File: src/rtl/line_engine.sv
// Bresenham line rasterizer: captures endpoints and a colour from CPU strobes,
// then emits one frame-buffer pixel write per accepted handshake.
module line_engine #(
  parameter logic [31:0] FB_BASE = 32'h1800_0000,
  parameter int          COORD_W = 10
) (
  input  logic               clk,
  input  logic               rst_n,
  input  logic [31:0]        line_color,
  input  logic [COORD_W-1:0] line_point,
  input  logic               line_color_valid,
  input  logic               line_x0_valid,
  input  logic               line_y0_valid,
  input  logic               line_x1_valid,
  input  logic               line_y1_valid,
  input  logic               line_trigger,
  output logic               line_ready,
  output logic [31:0]        px_addr,
  output logic [31:0]        px_data,
  output logic [3:0]         px_we,
  output logic               px_valid,
  input  logic               px_ready
);
  localparam int DW  = COORD_W + 1;
  localparam int EW  = COORD_W + 2;
  localparam int E2W = COORD_W + 3;
  localparam int AW  = 2 * COORD_W + 2;

  typedef enum logic [1:0] {IDLE, SETUP, DRAW} state_t;

  state_t               state;
  logic [COORD_W-1:0]   x0, y0, x1, y1, cur_x, cur_y;
  logic [31:0]          color;
  logic signed [DW-1:0] dx, dy;
  logic signed [EW-1:0] err;
  logic                 sx_neg, sy_neg;

  function automatic logic [31:0] pix_addr(input logic [COORD_W-1:0] x, input logic [COORD_W-1:0] y);
    return FB_BASE | {{(32-AW){1'b0}}, y, x, 2'b00};
  endfunction

  // Line geometry derived from the captured endpoints, used in SETUP.
  logic signed [DW-1:0] diff_x, diff_y, abs_x, abs_y;
  assign diff_x = $signed({1'b0, x1}) - $signed({1'b0, x0});
  assign diff_y = $signed({1'b0, y1}) - $signed({1'b0, y0});
  assign abs_x  = diff_x[DW-1] ? -diff_x : diff_x;
  assign abs_y  = diff_y[DW-1] ? -diff_y : diff_y;

  // One Bresenham step from the current point; both axes use the pre-update err.
  logic signed [E2W-1:0] e2, dx_w, dy_w;
  logic signed [EW-1:0]  err_add_x, err_add_y, err_next;
  logic                  step_x, step_y, at_end;
  logic [COORD_W-1:0]    nx, ny;

  assign e2        = {err, 1'b0};
  assign dx_w      = {{2{dx[DW-1]}}, dx};
  assign dy_w      = {{2{dy[DW-1]}}, dy};
  assign step_x    = (e2 >= dy_w);
  assign step_y    = (e2 <= dx_w);
  assign err_add_x = step_x ? {dy[DW-1], dy} : '0;
  assign err_add_y = step_y ? {dx[DW-1], dx} : '0;
  assign err_next  = err + err_add_x + err_add_y;
  assign nx        = step_x ? (sx_neg ? cur_x - 1'b1 : cur_x + 1'b1) : cur_x;
  assign ny        = step_y ? (sy_neg ? cur_y - 1'b1 : cur_y + 1'b1) : cur_y;
  assign at_end    = (cur_x == x1) && (cur_y == y1);

  always_ff @(posedge clk or negedge rst_n) begin
    if (!rst_n) begin
      state      <= IDLE;
      x0         <= '0;
      y0         <= '0;
      x1         <= '0;
      y1         <= '0;
      color      <= '0;
      cur_x      <= '0;
      cur_y      <= '0;
      dx         <= '0;
      dy         <= '0;
      err        <= '0;
      sx_neg     <= 1'b0;
      sy_neg     <= 1'b0;
      line_ready <= 1'b1;
      px_valid   <= 1'b0;
      px_addr    <= '0;
      px_data    <= '0;
      px_we      <= '0;
    end else begin
      case (state)
        IDLE: begin
          if (line_x0_valid)    x0    <= line_point;
          if (line_y0_valid)    y0    <= line_point;
          if (line_x1_valid)    x1    <= line_point;
          if (line_y1_valid)    y1    <= line_point;
          if (line_color_valid) color <= line_color;
          if (line_trigger) begin
            state      <= SETUP;
            line_ready <= 1'b0;
          end
        end
        SETUP: begin
          dx       <= abs_x;
          dy       <= -abs_y;
          err      <= {abs_x[DW-1], abs_x} - {abs_y[DW-1], abs_y};
          sx_neg   <= !(x0 < x1);
          sy_neg   <= !(y0 < y1);
          cur_x    <= x0;
          cur_y    <= y0;
          px_addr  <= pix_addr(x0, y0);
          px_data  <= color;
          px_we    <= 4'hF;
          px_valid <= 1'b1;
          state    <= DRAW;
        end
        DRAW: begin
          if (px_ready) begin
            if (at_end) begin
              px_valid   <= 1'b0;
              line_ready <= 1'b1;
              state      <= IDLE;
            end else begin
              err     <= err_next;
              cur_x   <= nx;
              cur_y   <= ny;
              px_addr <= pix_addr(nx, ny);
            end
          end
        end
        default: state <= IDLE;
      endcase
    end
  end
endmodule

File: config.mk
export PLATFORM = sky130hd
export DESIGN_NAME = line_engine
export DESIGN_NICKNAME = d
export VERILOG_FILES = /design/src/rtl/line_engine.sv
export SDC_FILE = /design/constraint.sdc
export NUM_CORES = 1
export LEC_CHECK = 0
export CAP_MARGIN = 20
export CORE_MARGIN = 4
export CORE_UTILIZATION = 49
export DETAILED_ROUTE_END_ITERATION = 10
export PLACE_DENSITY = 0.71
export RECOVER_POWER = 100
export SLEW_MARGIN = 20
export SYNTH_ARGS = -nofsm -noshare
export SYNTH_HDL_FRONTEND = slang
export SYNTH_SLANG_ARGS = --single-unit
File: constraint.sdc
create_clock -name clk -period 5.4 [get_ports clk]
set_clock_uncertainty 0.15 [all_clocks]
set_input_delay 0.81 -clock clk [delete_from_list [all_inputs] [get_ports clk]]
set_output_delay 0.81 -clock clk [all_outputs]
set_load 0.02 [all_outputs]
==> run summary <==
outcome = finished, violations left
failing checks = capacitance limit, slew limit
vias in the first global route = 8,737
Cell Area, Placed = 12,240 µm²
count of final max-slew check failures = 182
1st-iter DRT viols = 539
# rows = 54
peak supply drop = 253.7 µV
# diodes = 0
Slew HR = -147.8%
Via density = 5.594
Ys Warns = 0
Final Cycle Share = 93.61%
Pre-Repair DR Iteration Count = 5
Final #Nets = 1,436
CTS tree = done
pre-CTS WS = 179.4 ps
clk sinks = 166
largest net degree at the start of global routing = 87
type of origin of the critical path = flip-flop
Post-DP HPWL = 20,630 µm
post-synthesis cell type count = 68
Buf+Inv Stages, Crit Path = 2
ANT nets after route = 0
first-pass GRT wire length = 44,860 µm
count of endpoints failing setup in the final report = 0
largest area contributor in the netlist = dfrtp_1
GPL Wtd Cong = 0.9408
Leakage = 6.043 nW
area of the mapped netlist = 10,910 µm²
Flop pwr share = 34.8%
via count = 8,822
internal power = 2.674 mW
FILL cells = 1,888
register bit total from synthesis = 166
Hold WC Path Type = reg2reg
Synth top area share = 37.86%
fin area = 12,870 µm²
Routed wire per std cell = 17.63 µm
CP cell instances = inv_1, ha_1, inv_1, fa_1, a211oi_4, nor3_1, o41a_1, or2_0, a21oi_4, xor2_1, ha_1, or2_2, o31ai_1, a21oi_1, a31oi_1, nor2b_1, nor4b_1, o221a_2
die area = 24,710 µm²
crit path DAT = 5280 ps
P_sw = 1.611 mW
Initial Util = 49.82%
ys async rst share = 100.0%
Post-Route WL = 27,800 µm
clk_lat worst skew = 430 ps
pwr dens = 332.9 nW/µm²
Least-Margin Pin Slew = 3717 ps
IO Count = 121
setup TNS = 0 ps
CTS root buf = clkbuf_16
Max Clk Rate = 0.1978 GHz
Gate power share = 36.3%
initial antenna violation count = 0
main area contributors after synthesis = dfrtp_1 38%, ha_1 9.6%, mux2_2 6.3%
final hold violations = 0
buffers added on ports = 110
Syn Area/Cell = 9.212 µm²
Area Growth Syn to Fin = 18.00%
total congestion overflow = 0
WS Path Type = reg2reg
CP Max Fanout = 10
cts bufs inserted = 17
Clk pin slew, worst setup/hold paths = 70 ps
kind of cell adding the most delay to the critical path = compound AO/OA/AOI/OAI gates
H-tree depth = 4
CP required = 5620 ps
Post-synth EDFFs = 0
RSZ-0062 raised after global routing = false
CORE AREA = 21,890 µm²
CP max stage delay = 480 ps
max-cap violations = 3
Min Clock Period, post-route = 5055 ps
total track usage = 22.84%
final worst slack = 344.8 ps
Worst path slowest cell = o41a_1
die width = 157.2 µm
Main synth FF type = dfrtp_1
CP Capture Type = flip-flop
DRC errors left = 0
Net Sw Frac = 37.60%
Die Height = 157.2 µm
Clock Tree Buf Depth = 2
Synth Instances = 1,184
clock group share of total power = 28.8%
Seq/Total Area, Yosys = 38.10%
share of layout cells above drive strength 1 = 9.715%
## sequential cells by signal, indices dropped and copies added, names as in the netlist
name and cells:
err 12, y0 10, cur_y 9, dx 11, px_we 1, y1 10, dy 11, px_valid 1
x1 10, sy_neg 1, state 2, x0 10, px_data 32, color 32, sx_neg 1, px_addr 3
line_ready 1, cur_x 9
## worst paths after layout
check | slack (ps) | endpoint | start | cells after the start
setup / recovery | 340 | err[11]$_DFFE_PN0P_ | y1[0]$_DFFE_PN0P_ | 18
hold / removal | 310 | px_data[21]$_DFFE_PN0P_ | color[21]$_DFFE_PN0P_ | 2
setup reg to reg | 340 | err[11]$_DFFE_PN0P_ | y1[0]$_DFFE_PN0P_ | 18
hold reg to reg | 310 | px_data[21]$_DFFE_PN0P_ | color[21]$_DFFE_PN0P_ | 2
max in group asynchronous | 990 | err[2]$_DFFE_PN0P_ | rst_n | 2
min in group asynchronous | 1650 | px_data[16]$_DFFE_PN0P_ | rst_n | 1
## stage by stage
stage | hold WS [ps] | power, mW | std cells | util, %
6_report | 310.4 | 4.284 | 1577 | 58.79
5_1_grt | 333.1 | 4.529 | 1577 | 58.79
4_1_cts | 300.1 | 4.309 | 1575 | 58.67
3_5_place_dp | 298.4 | 3.063 | 1543 | 55.90
3_3_place_gp | 289.3 | 3.039 | 1543 | 55.90
2_1_floorplan | 284.8 | 2.560 | 1193 | -
## cell families (layout without fill, tap and decap cells)
family / Yosys count / in the layout / synth area share (%)
compound gates: 247 / 247 / 14.26
xor+xnor: 84 / 84 / 6.745
fa+ha+maj: 101 / 101 / 12.76
buf+inv: 126 / 230 / 4.887
flops: 166 / 166 / 38.10
mux: 63 / 63 / 6.482
other cells: 1 / 10 / 0.03438
simple gates: 396 / 396 / 16.74
## layout make-up
cell class	instances	area, µm²	area share, %
clock buffers	19	452.9	3.519
clock inverters	13	153.9	1.196
inverters	75	281.5	2.187
multi-input cells	901	6292	48.89
repair buffers	123	1184	9.197
well taps	280	350.3	2.722
flip-flops and latches	166	4155	32.29
## timing repair
item                       4_1_cts  5_1_grt
setup endpoints to repair        0        4
resized for setup                0        7
buffers inserted                 0        2
hold buffers                     0        0
## worst register-to-register path: cells and delay by family, from the launching register on
| family | cells | cell delay, ps |
|---|---|---|
| flip-flops | 1 | 390 |
| AND/OR/NAND/NOR | 5 | 1270 |
| XOR/XNOR | 1 | 340 |
| buffers and inverters | 2 | 140 |
| AO/OA/AOI/OAI | 7 | 1750 |
| adder cells (fa/ha/maj) | 3 | 960 |
## layer usage
metal	vias up	GRT usage (%)	routed length, µm	part of all wire, %
met1	4290	31.74	12750	46
met3	41	3.904	1207	4.3
met5	-	0	0	0
met2	217	36.86	13190	47
met4	0	6.964	648	2.3
li1	4274	-	-	-
## power groups by stage
stage	registers (mW)	logic, mW	clock network (mW)
3_5_place_dp	1.52	1.55	0
2_1_floorplan	1.55	1.01	0
5_1_grt	1.51	1.71	1.30
3_3_place_gp	1.51	1.52	0
6_report	1.49	1.56	1.24
4_1_cts	1.49	1.56	1.26
## cells in the final DEF, fill, tap and decap left out, types with 9 or more instances in the layout
master / n
or3_1: 12
conb_1: 10
ha_1: 84
nor2b_1: 14
clkbuf_16: 17
o22ai_1: 19
nand2b_1: 11
a21o_1: 14
nand3_1: 9
xnor2_1: 46
nor2_1: 85
inv_1: 75
clkdlybuf4s50_1: 49
fa_1: 17
xor2_1: 38
nor3_1: 17
a21oi_1: 66
nand2_1: 178
and2_1: 11
o21ai_0: 75
dlygate4sd3_1: 60
mux2_2: 61
dfrtp_1: 165
nor4_1: 15
## cells in the mapped netlist (3+ instances only)
library cell  count
or3_1            12
a31oi_1           4
nor2b_1          16
mux2_2           61
xor2_1           38
nor4_1           15
nor3_1           17
a211oi_1          5
buf_1             7
a21oi_1          66
nand2b_1         12
nor4b_1           4
o211ai_1          4
nand2_1         178
o31a_1            3
nand3b_1          4
o31ai_1           8
inv_1            75
o22ai_1          20
dfrtp_1         165
ha_1             84
buf_4            14
xnor2_1          46
fa_1             17
clkbuf_1         29
and3_1            4
o21ai_0          76
o21bai_1          5
and2_1           19
o21a_1            7
nand4_1           8
nand3_1           9
or2_2             5
nor2_1           86
a21o_1           14
a21boi_0          5
No activity file was read; power rests on OpenSTA's default activity.
